### config.mk
export PLATFORM = sky130hd
export DESIGN_NAME = mem_access_ctrl
export DESIGN_NICKNAME = d
export VERILOG_FILES = /design/src/rtl/mem_access_ctrl.sv
export SDC_FILE = /design/constraint.sdc
export NUM_CORES = 1
export LEC_CHECK = 0
export CAP_MARGIN = 20
export CORE_MARGIN = 1
export CORE_UTILIZATION = 30
export DETAILED_ROUTE_END_ITERATION = 7
export PLACE_DENSITY = 0.63
export SYNTH_ARGS = -nofsm -noshare
export SYNTH_HDL_FRONTEND = slang
export SYNTH_SLANG_ARGS = --single-unit
### constraint.sdc
create_clock -name clk -period 2 [get_ports clk]
set_input_delay 0.2 -clock clk [delete_from_list [all_inputs] [get_ports clk]]
set_output_delay 0.2 -clock clk [all_outputs]
set_load 0.02 [all_outputs]
### src/rtl/mem_access_ctrl.sv
// mem_access_ctrl: turns a single-cycle LW/SW request from execute into a
// registered request/ready handshake toward data memory, stalling the
// pipeline until the access completes and returning load data with a
// one-cycle valid pulse.
// Optional build macro: MEM_TIMEOUT_EN (abort an access after TIMEOUT_CYC
// cycles without mem_ready).
//
// Handshake: mem_en is a held request. The memory samples it on every edge
// where mem_en=1 and completes the access on the edge where mem_ready=1.
// mem_en, mem_wr, mem_addr and mem_wdata stay stable from the request edge
// until that completion edge. mem_ready outside ACCESS is ignored.
module mem_access_ctrl #(
  parameter int ADDR_W      = 16,
  parameter int DATA_W      = 16,
  parameter int TIMEOUT_CYC = 255
) (
  input  logic              clk,
  input  logic              rst_n,
  input  logic              op_valid,
  input  logic              mem_read,
  input  logic              mem_write,
  input  logic [ADDR_W-1:0] addr,
  input  logic [DATA_W-1:0] write_data,
  output logic              mem_en,
  output logic              mem_wr,
  output logic [ADDR_W-1:0] mem_addr,
  output logic [DATA_W-1:0] mem_wdata,
  input  logic [DATA_W-1:0] mem_rdata,
  input  logic              mem_ready,
  output logic              stall,
  output logic [DATA_W-1:0] rd_data,
  output logic              rd_valid,
  output logic              err,
  output logic [1:0]        dbg_state
);

  typedef enum logic [1:0] {
    IDLE   = 2'd0,
    ACCESS = 2'd1,
    DONE   = 2'd2
  } state_t;

  state_t            r_state;
  state_t            w_next;
  logic              r_mem_en;
  logic              r_mem_wr;
  logic [ADDR_W-1:0] r_mem_addr;
  logic [DATA_W-1:0] r_mem_wdata;
  logic [DATA_W-1:0] r_rd_data;
  logic              r_rd_valid;
  logic              r_err;
  logic              w_stall;
  logic              w_start;
  logic              w_illegal;
  logic              w_timeout;
  logic              w_unused_addr0;

  // Word alignment discards the byte-select bit.
  assign w_unused_addr0 = addr[0];

  assign w_start   = op_valid & (mem_read ^ mem_write);
  assign w_illegal = op_valid & mem_read & mem_write;

`ifdef MEM_TIMEOUT_EN
  localparam int CNT_W = $clog2(TIMEOUT_CYC + 1);
  logic [CNT_W-1:0] r_cnt;

  // The last waited cycle is the one where the counter would reach TIMEOUT_CYC.
  assign w_timeout = (r_state == ACCESS) && !mem_ready &&
                     (r_cnt == CNT_W'(TIMEOUT_CYC - 1));

  // Wait counter: cleared on entry to ACCESS, counts ACCESS cycles without ready.
  always_ff @(posedge clk or negedge rst_n) begin
    if (!rst_n) begin
      r_cnt <= '0;
    end else if (r_state == IDLE && w_start) begin
      r_cnt <= '0;
    end else if (r_state == ACCESS && !mem_ready) begin
      r_cnt <= r_cnt + 1'b1;
    end
  end
`else
  logic [31:0] w_unused_timeout;
  assign w_unused_timeout = TIMEOUT_CYC;
  assign w_timeout        = 1'b0;
`endif

  // State register.
  always_ff @(posedge clk or negedge rst_n) begin
    if (!rst_n) r_state <= IDLE;
    else        r_state <= w_next;
  end

  // Next-state and stall decode.
  always_comb begin
    w_next  = r_state;
    w_stall = 1'b0;
    case (r_state)
      IDLE: begin
        w_stall = w_start;
        if (w_start) w_next = ACCESS;
      end
      ACCESS: begin
        w_stall = 1'b1;
        if (mem_ready || w_timeout) w_next = DONE;
      end
      DONE: begin
        w_next = IDLE;
      end
      default: begin
        w_next = IDLE;
      end
    endcase
    if (!rst_n) w_stall = 1'b0;
  end

  // Request, load-data and pulse registers.
  always_ff @(posedge clk or negedge rst_n) begin
    if (!rst_n) begin
      r_mem_en    <= 1'b0;
      r_mem_wr    <= 1'b0;
      r_mem_addr  <= '0;
      r_mem_wdata <= '0;
      r_rd_data   <= '0;
      r_rd_valid  <= 1'b0;
      r_err       <= 1'b0;
    end else begin
      r_rd_valid <= 1'b0;
      r_err      <= 1'b0;
      case (r_state)
        IDLE: begin
          if (w_start) begin
            r_mem_en    <= 1'b1;
            r_mem_wr    <= mem_write;
            r_mem_addr  <= {addr[ADDR_W-1:1], 1'b0};
            r_mem_wdata <= write_data;
          end
          if (w_illegal) r_err <= 1'b1;
        end
        ACCESS: begin
          if (mem_ready) begin
            r_mem_en <= 1'b0;
            if (!r_mem_wr) begin
              r_rd_data  <= mem_rdata;
              r_rd_valid <= 1'b1;
            end
          end else if (w_timeout) begin
            r_mem_en <= 1'b0;
            r_err    <= 1'b1;
          end
        end
        default: begin
        end
      endcase
    end
  end

  assign mem_en    = r_mem_en;
  assign mem_wr    = r_mem_wr;
  assign mem_addr  = r_mem_addr;
  assign mem_wdata = r_mem_wdata;
  assign rd_data   = r_rd_data;
  assign rd_valid  = r_rd_valid;
  assign err       = r_err;
  assign stall     = w_stall;
  assign dbg_state = r_state;

endmodule

==> impl_metrics.py, run 1 <==
metrics = {
    "yosys": {
        "ys_types": 16,
        "yosysSeqAreaShare_pct": 66.0,
        "synthCells": 120,
        "synth_top_area_share_pct": 66.0,
        "syn_nets": 174,
        "yosys_register_bits": 53,
        "yosys.area.top_type": "dfrtp_1",
        "netlist_top_cells_area": "dfrtp_1, mux2_2, buf_6",
        "yosys_warnings": 0,
        "syn-cell-area_um2": 2010,
        "syn_avg_cell_area_um2": 16.8,
    },
    "finish": {
        "mostFrequentLayoutCells": "clkdlybuf4s50_1, dfrtp_1, mux2_2",
        "fin_nets": 285,
        "area_growth_pct": 60.7,
        "antenna_cells": 0,
        "final_common_cell": "clkdlybuf4s50_1",
        "layout.cell_area.non_filler_um2": 3230,
        "drive_above_1_share_pct": 26.8,
    },
    "routing": {
        "first_pass_iters": 6,
        "drtAntennaViolNets": 0,
        "drt_wl_total_um": 4300,
        "wire_per_inst_um": 14.0,
        "via_per_inst": 4.48,
        "num_vias": 1380,
        "drc_errors": 9,
        "drt_iter0_drc": 33,
    },
    "sta": {
        "finalCritPeriodShare_pct": 86.1,
        "hold_violations": 0,
        "skew_ps": 3.81,
        "rsz0062_at_grt": "no",
        "final-setup-viol-count": 0,
        "setup_tns_ps": 0,
        "slew_viol_final": 0,
        "min_period_ps": 1720,
        "relSlewSlack_pct": 55.7,
        "fmax_mhz": 580,
        "worst_pin_slew_ps": 665,
    },
    "floorplan": {
        "die_x_um": 83.9,
        "core_um2": 6420,
        "start_util_pct": 31.3,
        "pin_count": 109,
        "num_rows": 29,
        "die_h_um": 83.9,
        "die_area_um2": 7030,
    },
    "critical_path": {
        "critPathLaunchType": "register",
        "end_kind": "output pin",
        "reg2regPathDepth": 4,
        "critPathKind": "register to output pin",
        "cp.arrival_ps": 1520,
        "ff2ff_setup_slack_ps": 510,
        "r2r-start": "dbg_state[1]$_DFFE_PN0P_",
        "path_max_fanout": 5,
        "required_ps": 1800,
        "timing.rr.end": "mem_wdata[5]$_DFFE_PN0P_",
    },
    "global_routing": {
        "grt_pass1_wl_um": 7200,
        "grtUsageTotal_pct": 13.1,
        "antenna_found_initial": 0,
        "grt_max_degree": 54,
        "grt_overflow": 0,
        "grt_pass1_vias": 1485,
    },
    "pwr": {
        "ir_drop_mv": 0.774,
        "p_leak_nw": 1.36,
        "pwr_density_cell_nw_per_um2": 1340,
        "finalPower_w": 0.00432,
    },
    "clock_network": {
        "clock_latency_ps": 290,
        "cts_hold_buf": 0,
        "h-tree-depth": 2,
        "path_clk_slew_ps": 90,
        "clockBufferDepth": 2,
        "tritoncts_num_sinks": 53,
        "cts_buffers": 5,
        "cts_root_buf": "clkbuf_8",
        "cts_tree": "done",
    },
    "flow_run": {
        "drv_cap": 0,
    },
    "placed_design": {
        "numPortBuffers": 106,
        "placed_cell_area_um2": 3150,
        "hpwl_um": 3060,
        "place.gp.congestion": 0.689,
    },
    "run_status": {
        "violations": "DRC",
        "outcome": "finished, violations left",
    },
    "hold_path": {
        "worst_hold_path_type": "input pin to asynchronous set/reset pin",
    },
}
==> cell usage after synthesis <==
cell,count
o31ai_1,1
conb_1,1
a21oi_1,1
nand3b_1,1
nand2_2,1
nand2b_1,1
and3_2,1
mux2_2,48
inv_1,2
buf_4,1
nand2_1,2
xor2_1,1
nor2_4,1
nor3b_2,1
dfrtp_1,53
buf_6,4
==> flip-flops by register name (all words and copies together) (netlist names) <==
| register | count |
|---|---|
| mem_addr | 15 |
| rd_valid | 1 |
| rd_data | 16 |
| err | 1 |
| mem_wdata | 16 |
| dbg_state | 2 |
| mem_en | 1 |
| mem_wr | 1 |
==> worst max-delay path, cell delays in order (launching register included) <==
cell and delay, ps:
dfrtp_1 450, nor3b_2 230, nand2_2 70, a21oi_1 130, dlygate4sd2_1 340
==> layer usage <==
layer	global-route usage (%)	vias up	routed length, um
met5	0	-	0
met1	15.9	672	1790
met3	8.31	4	595
li1	-	632	-
met2	19.0	72	1880
met4	4.23	0	42
==> worst max-delay path by stage <==
| stage | from | end | slack (ps) |
|---|---|---|---|
| after floorplan | dbg_state[0]$_DFFE_PN0P_ | stall | 420 |
| after global placement | mem_write | stall | 80 |
| after detailed placement | mem_write | stall | 90 |
| after CTS | dbg_state[1]$_DFFE_PN0P_ | stall | 240 |
| after global routing | dbg_state[1]$_DFFE_PN0P_ | stall | 150 |
| final | dbg_state[1]$_DFFE_PN0P_ | stall | 280 |
==> cells by family (layout without fill, tap and decap cells) <==
kind of cell / after synthesis / count (layout) / synth area share [%]
flip-flops: 53 / 53 / 66.0
multiplexers: 48 / 48 / 26.9
AND/OR/NAND/NOR: 8 / 8 / 2.93
buffers and inverters: 7 / 118 / 2.99
AO/OA/AOI/OAI: 2 / 2 / 0.622
other: 1 / 1 / 0.187
XOR/XNOR: 1 / 1 / 0.436
==> power by group <==
part | internal, W | switching [W] | total [W]
logic | 0.00112 | 0.000904 | 0.00203
registers | 0.00149 | 0.000207 | 0.00169
clock network | 0.000275 | 0.000324 | 0.000600
total | 0.00288 | 0.00143 | 0.00432
==> repair_timing <==
item / in CTS / in global routing
endpoints found under the setup margin: 1 / 0
buffers inserted: 0 / 0
resized for setup: 1 / 0
hold endpoints to repair: 0 / 0
==> area by class of cell <==
class                           instances  area (um2)
Clock buffer                            7        86.3
Inverter                                2        7.51
Tap cell                               77        96.3
Timing Repair Buffer                  109        1090
Multi-Input combinational cell         60         624
Fill cell                             572        3190
Sequential cell                        53        1330
==> stage by stage <==
stage               utilization, %  setup WS (ps)  hold WS, ps  std cells
floorplan                        -            416        -95.6        120
global placement              49.0           75.0          403        301
detailed placement            49.0           93.5          388        301
CTS                           50.3            237         68.8        308
global route                  50.3            147          100        308
finish                        50.3            277         35.3        308
(Power assumes the default switching activity.)
==> run 2, diff against run 1 <==
--- a/config.mk
+++ b/config.mk
@@ -6,10 +6,13 @@
 export NUM_CORES = 1
 export LEC_CHECK = 0
 export CAP_MARGIN = 20
+export CELL_PAD_IN_SITES_DETAIL_PLACEMENT = 0
+export CELL_PAD_IN_SITES_GLOBAL_PLACEMENT = 1
 export CORE_MARGIN = 1
 export CORE_UTILIZATION = 30
 export DETAILED_ROUTE_END_ITERATION = 7
-export PLACE_DENSITY = 0.63
+export PLACE_DENSITY = 0.79
+export SKIP_LAST_GASP = 1
 export SYNTH_ARGS = -nofsm -noshare
 export SYNTH_HDL_FRONTEND = slang
 export SYNTH_SLANG_ARGS = --single-unit
==> run 2 against run 1 <==
Effect of this change: the flow still finishes with violations (DRC); via count unchanged; power rose by 2.5%; cell area rose by 0.54%; largest cell class unchanged.
==> impl_metrics.py, run 2 (synthesis results as in run 1) <==
metrics = {
    "pwr": {
        "p_leak_nw": 1.36,
        "ir_drop_mv": 0.606,
        "pwr_density_cell_nw_per_um2": 1360,
    },
    "clock_network": {
        "clockBufferDepth": 2,
        "cts_resized": 1,
        "cts_hold_buf": 0,
        "cts_setup_buffers": 0,
        "clock_latency_ps": 300,
        "cts_buffers": 5,
        "tritoncts_num_sinks": 53,
        "cts_root_buf": "clkbuf_8",
        "cts_tree": "done",
        "h-tree-depth": 2,
        "path_clk_slew_ps": 90,
    },
    "routing": {
        "drc_errors": 9,
        "drt_iter0_drc": 22,
        "drtAntennaViolNets": 0,
        "via_per_inst": 4.48,
        "wire_per_inst_um": 14.1,
        "drt_wl_total_um": 4350,
        "num_vias": 1380,
        "first_pass_iters": 8,
    },
    "finish": {
        "final_common_cell": "clkdlybuf4s50_1",
        "mostFrequentLayoutCells": "clkdlybuf4s50_1, dfrtp_1, mux2_2",
        "fin_nets": 285,
        "drive_above_1_share_pct": 27.3,
        "layoutNonFillerInstCount": 308,
        "antenna_cells": 0,
        "area_growth_pct": 61.5,
    },
    "critical_path": {
        "r2r-start": "dbg_state[1]$_DFFE_PN0P_",
        "end_kind": "output pin",
        "required_ps": 1800,
        "reg2regPathDepth": 4,
        "critPathLaunchType": "register",
        "path_max_fanout": 4,
        "crit_chain": "nor3b_2 > nand2_2 > a21oi_1 > dlygate4sd2_1",
        "ff2ff_setup_slack_ps": 520,
        "cp_slowest_stage_delay_ps": 430,
        "critPathKind": "register to output pin",
        "cp.arrival_ps": 1520,
        "timing.rr.end": "mem_wdata[1]$_DFFE_PN0P_",
        "slowest_stage": "dfrtp_1",
    },
    "floorplan": {
        "die_h_um": 83.9,
        "num_rows": 29,
        "core_um2": 6420,
        "die_area_um2": 7030,
        "start_util_pct": 31.3,
        "pin_count": 109,
        "die_x_um": 83.9,
    },
    "sta": {
        "fmax_mhz": 580,
        "final-setup-viol-count": 0,
        "worst_pin_slew_ps": 658,
        "slew_viol_final": 0,
        "relSlewSlack_pct": 56.1,
        "rsz0062_at_grt": "no",
        "hold_violations": 0,
        "finalCritPeriodShare_pct": 86.2,
        "setup_tns_ps": 0,
        "skew_ps": 6.49,
        "min_period_ps": 1720,
    },
    "global_routing": {
        "grt_overflow": 0,
        "grt_pass1_vias": 1505,
        "antenna_found_initial": 0,
        "grt_max_degree": 54,
        "grtUsageTotal_pct": 13.3,
        "grt_pass1_wl_um": 7250,
    },
    "placed_design": {
        "place.gp.congestion": 0.687,
        "numPortBuffers": 106,
        "place_inst": 301,
        "hpwl_um": 3110,
    },
    "flow_run": {
        "drv_cap": 0,
    },
    "hold_path": {
        "worst_hold_path_type": "input pin to asynchronous set/reset pin",
    },
    "run_status": {
        "violations": "DRC",
        "outcome": "finished, violations left",
    },
}
run 2: area by class of cell:
class | count | area [um2]
fill | 585 | 3170
sequential | 53 | 1330
timing repair buffer | 109 | 1090
multi-input combinational | 60 | 624
tap | 77 | 96.3
clock buffer | 5 | 68.8
clock inverter | 2 | 35.0
inverter | 2 | 7.51
run 2: per-layer routing:
metal,wire [um],global-route usage [%]
met1,1710,15.0
met2,2030,21.6
met5,0,0
met3,545,7.22
met4,59,4.23
run 2: where the power goes:
part	internal [W]	total, W	switching (W)
sequential	0.00149	0.00169	0.000207
combinational	0.00112	0.00203	0.000905
clock	0.000364	0.000705	0.000340
run 2: worst max-delay path, delay by kind of cell, from the launching register on:
family | cells | cell delay, ps
flip-flops | 1 | 430
buffers and inverters | 1 | 340
AND/OR/NAND/NOR | 2 | 300
AO/OA/AOI/OAI | 1 | 140
run 2: how the worst max path moves through the flow:
| stage | end | from | slack (ps) | cells past startpoint |
|---|---|---|---|---|
| final | stall | dbg_state[0]$_DFFE_PN0P_ | 280 | 4 |
| after detailed placement | stall | mem_write | 90 | 5 |
| after global routing | stall | dbg_state[1]$_DFFE_PN0P_ | 170 | 4 |
| after global placement | stall | mem_write | 80 | 5 |
| after floorplan | stall | dbg_state[0]$_DFFE_PN0P_ | 420 | 4 |
| after CTS | stall | dbg_state[0]$_DFFE_PN0P_ | 260 | 4 |
run 2: stage by stage:
stage	util, %	worst slack [ps]	area, um2	power (W)	hold WS (ps)
2_1_floorplan	-	416	2010	0.00269	-95.6
3_3_place_gp	49.0	77.0	3150	0.00374	401
3_5_place_dp	49.0	89.2	3150	0.00377	398
4_1_cts	50.6	261	3250	0.00449	58.7
5_1_grt	50.6	173	3250	0.00467	79.3
6_report	50.6	276	3250	0.00443	20.1
==> run 3, diff against run 2 <==
--- a/config.mk
+++ b/config.mk
@@ -8,11 +8,11 @@
 export CAP_MARGIN = 20
 export CELL_PAD_IN_SITES_DETAIL_PLACEMENT = 0
 export CELL_PAD_IN_SITES_GLOBAL_PLACEMENT = 1
+export CORE_ASPECT_RATIO = 0.5
 export CORE_MARGIN = 1
 export CORE_UTILIZATION = 30
 export DETAILED_ROUTE_END_ITERATION = 7
 export PLACE_DENSITY = 0.79
-export SKIP_LAST_GASP = 1
 export SYNTH_ARGS = -nofsm -noshare
 export SYNTH_HDL_FRONTEND = slang
 export SYNTH_SLANG_ARGS = --single-unit
==> run 3 against run 2 <==
Effect of this change: the flow now finishes without violations; cell area is 1.6% higher; clock power is 18% higher; highest routed layer unchanged; global-route usage is 0.28 points higher; clock-buffer cell count is 2 higher; fmax is 1.1% higher; sequential cell count stayed put; register-to-register slack hardly changed; combinational power hardly changed; cell count is 3.6% higher; critical path type unchanged.
==> impl_metrics.py, run 3 (synthesis results as in run 1) <==
metrics = {
    "sta": {
        "setup_tns_ps": 0,
        "relSlewSlack_pct": 55.8,
        "finalCritPeriodShare_pct": 85.2,
        "final-setup-viol-count": 0,
        "skew_ps": 3.04,
        "min_period_ps": 1700,
        "timing.hold.ws_ps": 63.6,
        "slew_viol_final": 0,
        "hold_violations": 0,
        "worst_pin_slew_ps": 664,
        "fmax_mhz": 587,
        "rsz0062_at_grt": "no",
    },
    "finish": {
        "antenna_cells": 0,
        "area_growth_pct": 64.2,
        "drive_above_1_share_pct": 26.8,
        "fillCellCount": 528,
        "fin_nets": 285,
        "final_common_cell": "clkdlybuf4s50_1",
        "mostFrequentLayoutCells": "clkdlybuf4s50_1, dfrtp_1, mux2_2",
        "layout.cell_area.non_filler_um2": 3300,
    },
    "floorplan": {
        "num_rows": 20,
        "pin_count": 109,
        "start_util_pct": 32.1,
        "die_h_um": 59.9,
        "core_um2": 6260,
        "die_x_um": 118,
        "die_area_um2": 7050,
    },
    "critical_path": {
        "required_ps": 1800,
        "critPathTopFamily": "flip-flops",
        "r2r-start": "dbg_state[1]$_DFFE_PN0P_",
        "timing.rr.end": "rd_data[1]$_DFFE_PN0P_",
        "critPathLaunchType": "register",
        "path_max_fanout": 4,
        "end_kind": "output pin",
        "startpoint": "dbg_state[0]$_DFFE_PN0P_",
        "critPathKind": "register to output pin",
        "reg2regPathDepth": 4,
        "cp.arrival_ps": 1500,
        "cp_slowest_stage_delay_ps": 420,
        "critPathBufInv": 1,
        "slowest_stage": "dfrtp_1",
        "crit_chain": "nor3b_2 > nand2_2 > a21oi_1 > dlygate4sd2_1",
        "ff2ff_setup_slack_ps": 520,
    },
    "clock_network": {
        "h-tree-depth": 2,
        "tritoncts_num_sinks": 53,
        "cts_hold_buf": 0,
        "clock_latency_ps": 280,
        "path_clk_slew_ps": 60,
        "cts_tree": "done",
        "cts_buffers": 5,
        "clockBufferDepth": 2,
        "cts_root_buf": "clkbuf_16",
    },
    "global_routing": {
        "antenna_found_initial": 0,
        "grtUsageTotal_pct": 13.6,
        "grt_use_met1_pct": 17.3,
        "grtUsageMet3_pct": 2.86,
        "grt.met2_usage_pct": 23.5,
        "grt_max_degree": 54,
        "grt_pass1_vias": 1467,
        "grt_busiest_layer": "met2",
        "grt_overflow": 0,
        "grt_pass1_wl_um": 7370,
    },
    "flow_run": {
        "drv_cap": 0,
    },
    "routing": {
        "wire_per_inst_um": 14.5,
        "drc_errors": 0,
        "via_per_inst": 4.24,
        "drt_iter0_drc": 33,
        "drt_wl_total_um": 4630,
        "first_pass_iters": 4,
        "drtAntennaViolNets": 0,
        "num_vias": 1353,
    },
    "placed_design": {
        "hpwl_um": 3500,
        "place.gp.congestion": 0.722,
        "numPortBuffers": 106,
        "placed_cell_area_um2": 3160,
    },
    "pwr": {
        "pwr-share-comb_pct": 44.5,
        "p_leak_nw": 1.38,
        "ir_drop_mv": 0.406,
        "pwr_density_cell_nw_per_um2": 1390,
        "netSwitchingFraction_pct": 32.1,
        "p_sw_w": 0.00147,
        "internal_power_w": 0.00310,
        "finalPower_w": 0.00457,
        "seq_power_share_pct": 37.3,
        "clockPowerShare_pct": 18.2,
    },
    "run_status": {
        "outcome": "complete, no violations",
    },
    "hold_path": {
        "worst_hold_path_type": "input pin to asynchronous set/reset pin",
    },
}
-- run 3: changes by cell type in the layout (fill, tap and decap cells not counted) --
cell	before	now
bufinv_16	1	0
clkbuf_1	0	1
clkbuf_16	0	5
clkbuf_8	5	1
clkinv_2	1	0
-- run 3: through the flow --
stage,util (%),setup slack (ps),std cells
global placement,50.5,66.6,312
detailed placement,50.5,44.2,312
finish,52.8,295,319
global route,52.8,184,319
floorplan,-,416,120
CTS,52.8,271,319
-- run 3: layout make-up --
type                       instances  area [um2]  share of cell area [%]
clock buffer                       7         143                    4.32
inverter                           2        7.51                   0.227
multi-input combinational         60         624                    18.9
sequential                        53        1330                    40.2
tap                               88         110                    3.34
timing repair buffer             109        1090                    33.0
-- run 3: worst max-delay path by stage --
stage                  to  slack (ps)  cells past startpoint
floorplan           stall         420                      4
global placement    stall          70                      5
detailed placement  stall          40                      5
CTS                 stall         270                      4
global route        stall         180                      4
finish              stall         300                      4
-- run 3: worst register-to-register path, delay by kind of cell (launching register included) --
family	cells	cell delay [ps]
buffers and inverters	1	160
and+or+nand+nor	2	430
muxes	1	350
DFF	1	430
-- run 3: routing by layer --
| layer | part of all wire (%) | vias to the layer above |
|---|---|---|
| met3 | 2.7 | 4 |
| met1 | 43 | 696 |
| met2 | 53 | 24 |
| met4 | 1.1 | 0 |
| met5 | 0 | - |
| li1 | - | 629 |
-- run 3: timing repair --
action                                  4_1_cts  5_1_grt
hold endpoints to repair                      0        0
gates resized for setup                       1        0
endpoints found under the setup margin        1        0
setup buffers                                 0        0
-- run 3: power by group through the flow --
| stage | clock network, W | registers, W | logic [W] |
|---|---|---|---|
| global placement | 0 | 0.00170 | 0.00204 |
| floorplan | 0 | 0.00224 | 0.000457 |
| CTS | 0.000866 | 0.00171 | 0.00207 |
| finish | 0.000831 | 0.00170 | 0.00204 |
| global route | 0.000911 | 0.00176 | 0.00214 |
| detailed placement | 0 | 0.00173 | 0.00206 |
==> variant, RTL diff (config.mk and constraints of run 3) <==
Register the output `err` once more, without a reset; this adds one clock of latency there. The other outputs are not delayed to match.
--- a/src/rtl/mem_access_ctrl.sv
+++ b/src/rtl/mem_access_ctrl.sv
@@ -162,5 +162,7 @@
   assign rd_data   = r_rd_data;
   assign rd_valid  = r_rd_valid;
-  assign err       = r_err;
+  always_ff @(posedge clk) begin
+    err <= r_err;
+  end
   assign stall     = w_stall;
   assign dbg_state = r_state;
Behaviour: not the same (Yosys sat finds a counterexample within 4 cycles, from zero or initial values and one cycle with rst_n low).
==> variant against run 3 <==
- via count increased by 2.4%
- wire length shrank 4.0%
- clock power up 14%
- largest cell class unchanged
- synthesized area is 1.0% higher
- sequential cell count is 1 higher
- count of clock-buffer cells in the layout is the same
- die area grew 0.97%
- design area increased by 1.2%
- setup slack worse by 0.016 ns
- first-iteration DRC count fell by 39%
- critical path type unchanged
- highest routed layer unchanged
- power rose by 2.9%
- register-to-register slack better by 0.02 ns
==> variant: results (changes against run 3) <==
stage	metric	value	unit	change
global_routing	largest net degree at the start of global routing	54		unchanged
layout	share of layout cells above drive strength 1	26.6	%	-0.23 points
layout	nets	286		+0.35%
critical_path	R2R cell count	4		unchanged
critical_path	Arr. time, crit path	1.52	ns	+0.02 ns
synthesis	top cells by area, synth	dfrtp_1, mux2_2, buf_6		
critical_path	worst-path fanout max	4		unchanged
global_routing	first-pass GRT wire length	7240	µm	-1.8%
synthesis	Synthesized Nets	175		+0.57%
global_routing	antenna violations before repair	0		unchanged
layout	diode count	0		unchanged
detailed_routing	DRT Pass-1 Iters	3		-1
detailed_routing	wirelength, routed	4440	µm	-4.0%
critical_path	worst r2r dst	mem_wdata[14]$_DFFE_PN0P_		
synthesis	Seq/Total Area, Yosys	66.3	%	+0.34 points
pwr	worst vdd ir	0.488	mV	+20%
synthesis	asr flop ratio synth	98.1	%	-1.9 points
pwr	leakage	1.40	nW	+1.2%
critical_path	Worst path top cell family by delay	flip-flops		
synthesis	mean post-synth cell area	16.8	µm²	+0.16%
detailed_routing	vias	1385		+2.4%
clock_network	clk_lat worst skew	0.28	ns	about the same
place	Final Wtd Congestion	0.673		-6.7%
detailed_routing	Met2 Routed Length	2350	µm	-4.4%
critical_path	worst r2r src	dbg_state[0]$_DFFE_PN0P_		
synthesis	Ys Warns	0		unchanged
synthesis	Yosys cell types	17		+1
clock_network	TritonCTS Buffers	5		unchanged
clock_network	Reg clk slew, reported paths	0.07	ns	
place	placed cells	313		+0.32%
clock_network	Clk Tree Root Cell	clkbuf_16		
sta	Clock Skews	0.00438	ns	+0.00134 ns
hold_path	Worst Hold Class	input port to async pin		
detailed_routing	DRT met1 WL	1880	µm	-5.4%
layout	Post-Layout Cell Count	321		+0.63%
run_status	status	finished, final reports clean		
synthesis	primary flip-flop cell chosen by synthesis mapping	dfrtp_1		
global_routing	vias in the first global route	1478		+0.75%
clock_network	CTS Buffer Depth	2		unchanged
detailed_routing	Highest Signal Layer	met4		
place	DP Wirelength	3360	µm	-4.2%
critical_path	Max stage delay on crit path	0.43	ns	
sta	Worst-Margin Slew	0.661	ns	-0.00279 ns
global_routing	All-Layer GR Usage	13.4	%	-0.22 points
critical_path	flop-to-flop setup slack	0.54	ns	+0.02 ns
detailed_routing	wire length on met3	133	µm	+4.7%
detailed_routing	drt first-iter violations	20		-39%
place	# port buffers	106		unchanged
place	Setup WS pre-CTS	0.0560	ns	+0.0118 ns
critical_path	Critical-path top delay cell	dfrtp_1		
layout	fill cell count	542		+2.7%
==> variant: metal layers <==
layer  up-vias  global-route usage (%)
met5         -                       0
met4         0                    5.31
li1        637                       -
met1       710                    16.3
met3         9                    3.34
met2        29                    23.4
==> variant: cell type report <==
class / count / area share, %
multi-input combinational: 60 / 18.7
clock buffer: 7 / 3.97
sequential: 54 / 40.3
inverter: 2 / 0.225
clock inverter: 1 / 0.899
tap: 88 / 3.30
timing repair buffer: 109 / 32.6
==> variant: what timing repair did <==
action                     CTS  global route
buffers inserted             0             0
resized for setup            1             0
hold buffers                 0             0
setup endpoints to repair    1             0
==> variant: how the worst max path moves through the flow <==
stage	start	end	slack [ns]	cells after the start
floorplan	dbg_state[0]$_DFFE_PN0P_	stall	0.42	4
global placement	mem_write	stall	0.05	5
detailed placement	mem_write	stall	0.06	5
CTS	dbg_state[0]$_DFFE_PN0P_	stall	0.26	4
global route	dbg_state[0]$_DFFE_PN0P_	stall	0.17	4
finish	dbg_state[0]$_DFFE_PN0P_	stall	0.28	4
==> variant: where the power goes <==
group	internal (mW)	total [mW]	switching [mW]
registers	1.51	1.73	0.215
clock network	0.592	0.946	0.354
logic	1.12	2.03	0.909
==> variant: metrics by stage <==
step / hold WS [ns] / instance area (µm²)
after floorplan: -0.0956 / 2030
after global placement: 0.328 / 3180
after detailed placement: 0.329 / 3180
after CTS: 0.0733 / 3340
after global routing: 0.122 / 3340
final: 0.0574 / 3340
==> variant: cells by family after synthesis <==
family,synth area share (%)
buf+inv,2.96
simple gates,2.90
xor+xnor,0.431
mux,26.6
compound gates,0.616
other cells,0.185
flops,66.3
